<file path="src/rtl/rs_issue_queue.sv">
// Reservation-station issue queue.
// Pops ops from the dispatch FIFO and holds them in a compacting queue where
// index 0 is always the oldest valid entry. Source operands are woken by CDB
// broadcasts. Each cycle the oldest entry with both sources ready is offered to
// a single functional unit over valid/ready.
module rs_issue_queue #(
    parameter int DEPTH     = 8,
    parameter int TAG_W     = 6,
    parameter int PAYLOAD_W = 32
) (
    input  logic                         clk,
    input  logic                         rst,
    input  logic                         flush,
    input  logic                         in_empty,
    input  logic [PAYLOAD_W-1:0]         in_payload,
    input  logic [TAG_W-1:0]             in_src1_tag,
    input  logic                         in_src1_rdy,
    input  logic [TAG_W-1:0]             in_src2_tag,
    input  logic                         in_src2_rdy,
    input  logic [TAG_W-1:0]             in_dst_tag,
    output logic                         fifo_deq,
    input  logic                         cdb_valid,
    input  logic [TAG_W-1:0]             cdb_tag,
    output logic                         iss_valid,
    input  logic                         iss_ready,
    output logic [PAYLOAD_W-1:0]         iss_payload,
    output logic [TAG_W-1:0]             iss_src1_tag,
    output logic [TAG_W-1:0]             iss_src2_tag,
    output logic [TAG_W-1:0]             iss_dst_tag,
    output logic [$clog2(DEPTH+1)-1:0]   count,
    output logic                         full
);

    localparam int CW = $clog2(DEPTH + 1);
    localparam int IW = $clog2(DEPTH);

    typedef struct packed {
        logic [PAYLOAD_W-1:0] payload;
        logic [TAG_W-1:0]     s1_tag;
        logic                 s1_rdy;
        logic [TAG_W-1:0]     s2_tag;
        logic                 s2_rdy;
        logic [TAG_W-1:0]     dst_tag;
    } entry_t;

    // Set the rdy bit of any source whose tag matches a valid broadcast.
    // Both sources are compared independently, so duplicate tags wake both.
    function automatic entry_t wake(input entry_t e, input logic v, input logic [TAG_W-1:0] t);
        entry_t r;
        r = e;
        if (v && (e.s1_tag == t)) r.s1_rdy = 1'b1;
        if (v && (e.s2_tag == t)) r.s2_rdy = 1'b1;
        return r;
    endfunction

    entry_t           ent_q [DEPTH];
    entry_t           ent_d [DEPTH];
    entry_t           ent_w [DEPTH];
    logic [DEPTH-1:0] vld_q, vld_d;
    logic [CW-1:0]    count_q, count_d;
    logic [DEPTH-1:0] rdy_vec;
    logic [DEPTH-1:0] shift_m;
    logic [IW-1:0]    sel;
    logic             issue_fire;
    logic             full_w;
    logic [CW-1:0]    ins_pos;
    entry_t           in_raw, in_ent;

    // Ready vector, oldest-ready select, and the shift mask (every index at or above the issued one)
    always_comb begin
        logic acc;
        sel     = '0;
        rdy_vec = '0;
        shift_m = '0;
        acc     = 1'b0;
        for (int i = 0; i < DEPTH; i++)
            rdy_vec[i] = vld_q[i] & ent_q[i].s1_rdy & ent_q[i].s2_rdy;
        for (int i = DEPTH - 1; i >= 0; i--)
            if (rdy_vec[i]) sel = IW'(i);
        for (int i = 0; i < DEPTH; i++) begin
            acc        = acc | rdy_vec[i];
            shift_m[i] = acc & issue_fire;
        end
    end

    // Handshakes; reset and flush force both sides idle combinationally
    assign full_w       = (count_q == CW'(DEPTH));
    assign iss_valid    = (|rdy_vec) && !rst && !flush;
    assign issue_fire   = iss_valid && iss_ready;
    assign fifo_deq     = !in_empty && (!full_w || issue_fire) && !rst && !flush;

    assign iss_payload  = ent_q[sel].payload;
    assign iss_src1_tag = ent_q[sel].s1_tag;
    assign iss_src2_tag = ent_q[sel].s2_tag;
    assign iss_dst_tag  = ent_q[sel].dst_tag;
    assign count        = count_q;
    assign full         = full_w;

    // Incoming op sees the same-cycle broadcast so a wakeup is never lost
    assign in_raw = '{payload: in_payload,
                      s1_tag:  in_src1_tag, s1_rdy: in_src1_rdy,
                      s2_tag:  in_src2_tag, s2_rdy: in_src2_rdy,
                      dst_tag: in_dst_tag};
    assign in_ent  = wake(in_raw, cdb_valid, cdb_tag);

    // After a shift the valid run ends one slot earlier, so insert lands there
    assign ins_pos = count_q - CW'(issue_fire);
    assign count_d = count_q + CW'(fifo_deq) - CW'(issue_fire);

    for (genvar i = 0; i < DEPTH; i++) begin : g_ent
        entry_t nxt_ent;
        logic   nxt_vld;
        logic   ins_here;

        assign ent_w[i] = wake(ent_q[i], cdb_valid, cdb_tag);

        if (i < DEPTH - 1) begin : g_mid
            assign nxt_ent = shift_m[i] ? ent_w[i+1] : ent_w[i];
            assign nxt_vld = shift_m[i] ? vld_q[i+1] : vld_q[i];
        end else begin : g_last
            assign nxt_ent = ent_w[i];
            assign nxt_vld = vld_q[i] & ~shift_m[i];
        end

        assign ins_here = fifo_deq && (ins_pos == CW'(i));
        assign ent_d[i] = ins_here ? in_ent : nxt_ent;
        assign vld_d[i] = ins_here | nxt_vld;
    end

    // Valid bits and occupancy; flush overrides insert, issue and wakeup
    always_ff @(posedge clk) begin
        if (rst || flush) begin
            vld_q   <= '0;
            count_q <= '0;
        end else begin
            vld_q   <= vld_d;
            count_q <= count_d;
        end
    end

    // Entry contents carry no reset; stale data behind the valid run is harmless
    always_ff @(posedge clk) begin
        for (int i = 0; i < DEPTH; i++)
            ent_q[i] <= ent_d[i];
    end

    // Valid bits stay packed from index 0 and agree with the occupancy counter
    always_ff @(posedge clk) begin
        if (!rst) begin
            assert ((vld_q & (vld_q + DEPTH'(1))) == '0);
            assert (CW'($countones(vld_q)) == count_q);
        end
    end

endmodule

</file>
<file path="config.mk">
export PLATFORM = sky130hd
export DESIGN_NAME = rs_issue_queue
export DESIGN_NICKNAME = d
export VERILOG_FILES = /design/src/rtl/rs_issue_queue.sv
export SDC_FILE = /design/constraint.sdc
export NUM_CORES = 1
export LEC_CHECK = 0
export ABC_AREA = 1
export CAP_MARGIN = 20
export CORE_MARGIN = 3
export CORE_UTILIZATION = 40
export DETAILED_ROUTE_END_ITERATION = 8
export GPL_ROUTABILITY_DRIVEN = 0
export GPL_TIMING_DRIVEN = 0
export MAX_ROUTING_LAYER = met4
export PLACE_DENSITY = 0.65
export SETUP_SLACK_MARGIN = 0.15
export SYNTH_ARGS = -nofsm -noshare
export SYNTH_HDL_FRONTEND = slang
export SYNTH_SLANG_ARGS = --single-unit
</file>
<file path="constraint.sdc">
create_clock -name clk -period 7.8 [get_ports clk]
set_input_delay 1.56 -clock clk [delete_from_list [all_inputs] [get_ports clk]]
set_output_delay 1.56 -clock clk [all_outputs]
set_load 0.1 [all_outputs]
</file>
==> results.md <==
Yosys:
- Counting every instance in the synthesized netlist gives 3117.
- The count of state elements after synthesis is 428.
- Sequential cells were found to cover 50.73% of the synthesized design area.
- The number of warnings printed during yosys synthesis is 0.
- The distinct cell type count of the synthesized netlist is 40.
- The mean area per synthesized cell is 7.950 sq um.
- When the netlist entered floorplanning its net count stood at 3191.
- The cell area after synthesis is 24780 sq um.

Cells and area:
- The finished layout holds 4108 standard cells, fillers aside.
- The number of nets in the layout is 3361.
- Fill cells in the final layout number 6003.
- The area occupied by registers is ~13000 sq um.
- The library cells used most frequently in the layout, excluding fill and tap cells, are 774 x sky130_fd_sc_hd__nand3_1, 591 x sky130_fd_sc_hd__nand2_1, 494 x sky130_fd_sc_hd__inv_1.
- Measured on the finished design, the core utilization comes to 46.95%.
- Once layout is done, the placed cells without fillers occupy about 29000 sq um.
- Of the cells placed in the final design, the portion with a size suffix greater than 1 is 4.571%.
- The most common cell after layout, fill and taps aside is sky130_fd_sc_hd__nand3_1.
- In the final layout, the multi-input gates occupy 9439 sq um.
- The area growth from synthesis to layout is 15.21%.

GRT:
- Global routing consumed, over all layers together, 29.42% of the routing resources.
- The largest net degree at the start of global routing is between 50 and 60.
- The via count of the first global-routing pass is between 20000 and 25000.
- Summed over all layers, the global routing overflow is 0.
- The wire length of the first global-routing pass is 138800 microns.
- The number of antenna violations at the first check in global routing is 2.

Detailed routing:
- The number of nets with antenna violations after routing is 0.
- The detailed-router iteration count before antenna repair is 8.
- After detailed routing, the number of remaining DRC violations is 0.
- The mean number of vias per cell is 5.815.
- The first routing iteration left 3492 violations.
- Summing over every cut layer, the via total after detailed routing is 23890.
- The sum of routed wire length over all layers is around 95000 microns.
- Dividing the detail-routed wire length by the instance count gives 23.04 microns.

STA:
- The final count of negative-setup-slack endpoints is 0.
- The worst path needs 6171 ps of the cycle, external delays included.
- The worst path uses 79.12% of the clock period.
- At the pin with the least slew margin, the transition time is 1047 ps.
- The count of final hold-check violations was 0.
- The max-slew violation count is 0.
- Setup repair after global routing left no endpoint under its margin.
- The relative max-transition margin is 29.92%.
- The worst hold slack is 484.6 ps.
- For the final database, setup skew stands at 29.54 ps.
- Timing would allow up to approximately 0.16 GHz.

Placed design:
- In this run the tool buffered the top-level ports with 115 buffer cells.
- In this run, placement finished with an instance count of roughly 4000.
- After legalization and detailed placement, the total HPWL measured 64450 microns.
- The placed standard-cell area is ~27000 sq um.

Die:
- The floorplan step set the die height to 254.9 microns.
- The total I/O pin count is about 120.
- The placeable core region is around 61000 sq um.
- The die boundary width is 254.9 microns.
- The site row count is 90.
- The die covers 64980 sq um.
- The initial utilization of the core area, before any placement, comes to approximately two fifths.

Setup path:
- The maximum net fanout on the critical path is 10.
- The worst setup path is of the flip-flop to primary output kind.
- The kind of start point of the critical path is a flip-flop.
- For the worst setup path, the data arrival time is 4610 ps.
- STA puts the critical path data required time at ~6200 ps.
- The element type at the critical path end is a primary output.

Run:
- The max-cap check violation count is 0.

Clock tree:
- The clock tree root buffer cell is sky130_fd_sc_hd__clkbuf_16.
- The maximum count of clock buffers along a single path is 3.
- CTS built an H-tree with a depth of 2.
- In this run the post-CTS setup repair buffer count came out at 0.
- Clock-pin slew was measured on the worst setup and hold paths at 60 ps.
- The TritonCTS buffer count is 49.
- TritonCTS built the clock tree.
- The number of instances resized during post-cts repair is 0.
- The count of clock tree sinks is 428.
- The clock insertion delay at the later pin of the skew report is around 630 ps.
- In this run, post-CTS hold repair placed 0 buffers.

Run status:
- The flow ran to the end, and the final reports show no timing, DRC or antenna violations.

Power:
- The power per cell area is 178.3 nW/um^2.
- The worst-case IR drop observed on VDD is 0.0001532 V.
- The total leakage power is ~12 nW.

Min path:
- The path type of the worst min-delay path is flip-flop to flip-flop.
==> path summary, 6_finish.rpt <==
| path | from | end | slack, ps | depth (start not counted) |
|---|---|---|---|---|
| hold reg to reg | vld_q[0]$_SDFF_PP0_ | vld_q[0]$_SDFF_PP0_ | 480 | 2 |
| setup reg to reg | ent_q[0][6]$_DFF_P_ | ent_q[6][29]$_DFFE_PP_ | 2690 | 15 |
| hold / removal | vld_q[0]$_SDFF_PP0_ | vld_q[0]$_SDFF_PP0_ | 480 | 2 |
| setup / recovery | ent_q[6][13]$_DFF_P_ | iss_payload[26] | 1630 | 11 |
==> per-stage QoR <==
stage / setup WS (ps) / power [mW] / setup TNS, ps
after floorplan: 1685 / 2.756 / 0
after global placement: -1803 / 2.885 / -114340
after detailed placement: 1803 / 2.887 / 0
after CTS: 1780 / 5.074 / 0
after global routing: 1596 / 5.190 / 0
final: 1629 / 5.089 / 0
==> cell type report <==
type / count / area share [%]
sequential: 428 / 44.03
multi-input combinational: 1960 / 33.06
inverter: 500 / 6.573
clock buffer: 75 / 4.886
timing repair buffer: 119 / 4.339
tap: 782 / 3.427
buffer: 229 / 3.352
clock inverter: 14 / 0.3199
antenna: 1 / 0.008765
==> flip-flops by register name (all words and copies together) (netlist names) <==
name,cells
count,4
ent_q,416
vld_q,8
==> where the power goes <==
group | internal, mW | switching (mW)
combinational | 0.0913 | 0.235
clock | 1.23 | 1.01
sequential | 2.50 | 0.0171
==> logic make-up after synthesis <==
group,synth area share (%)
AOI/OAI and AO/OA,9.871
and+or+nand+nor,26.44
DFF,50.73
xor gates and xnor gates,0.9896
buffers and inverters,11.44
adders and majority gates,0.5352
==> synth_stat cells, drive strengths merged <==
library cell	n	area, sq um
a211oi	5	37.54
a21o	2	15.01
a21oi	24	123.9
a221oi	3	26.28
a31oi	1	6.260
buf	73	371.6
clkbuf	156	585.6
clkinv	3	11.26
dfxtp	28	560.5
edfxtp	400	12010
fa	1	20.02
ha	9	112.6
inv	497	1866
nand2	601	2266
nand3	775	3884
nand3b	2	15.01
nand4	11	68.82
nor2	41	173.9
nor3	20	100.1
nor4	4	25.02
o2111ai	5	43.79
o211ai	5	37.54
o21ai	384	1926
o21bai	3	22.52
o22ai	32	200.2
o31ai	1	7.510
or2	3	18.77
xnor2	13	113.9
xor2	15	131.4
==> layer usage <==
metal,vias to the layer above,routed length (microns),global-route usage (%)
met5,-,0,-
met4,0,4713,13.19
met3,270,11480,6.686
met2,1610,41000,43.49
met1,11172,37440,38.67
li1,10838,-,-
==> critical path, stage by stage (launching register included) <==
cell and delay [ps]:
sky130_fd_sc_hd__dfxtp_1 450, sky130_fd_sc_hd__nand3_1 170, sky130_fd_sc_hd__nand2_1 130, sky130_fd_sc_hd__nand2_1 60
sky130_fd_sc_hd__a21oi_1 170, sky130_fd_sc_hd__clkbuf_1 690, sky130_fd_sc_hd__clkbuf_1 680, sky130_fd_sc_hd__nand3_1 150
sky130_fd_sc_hd__nand2_1 100, sky130_fd_sc_hd__nand2_1 50, sky130_fd_sc_hd__nand2_1 170, sky130_fd_sc_hd__clkdlybuf4s50_1 1160
(Power assumes the default switching activity.)
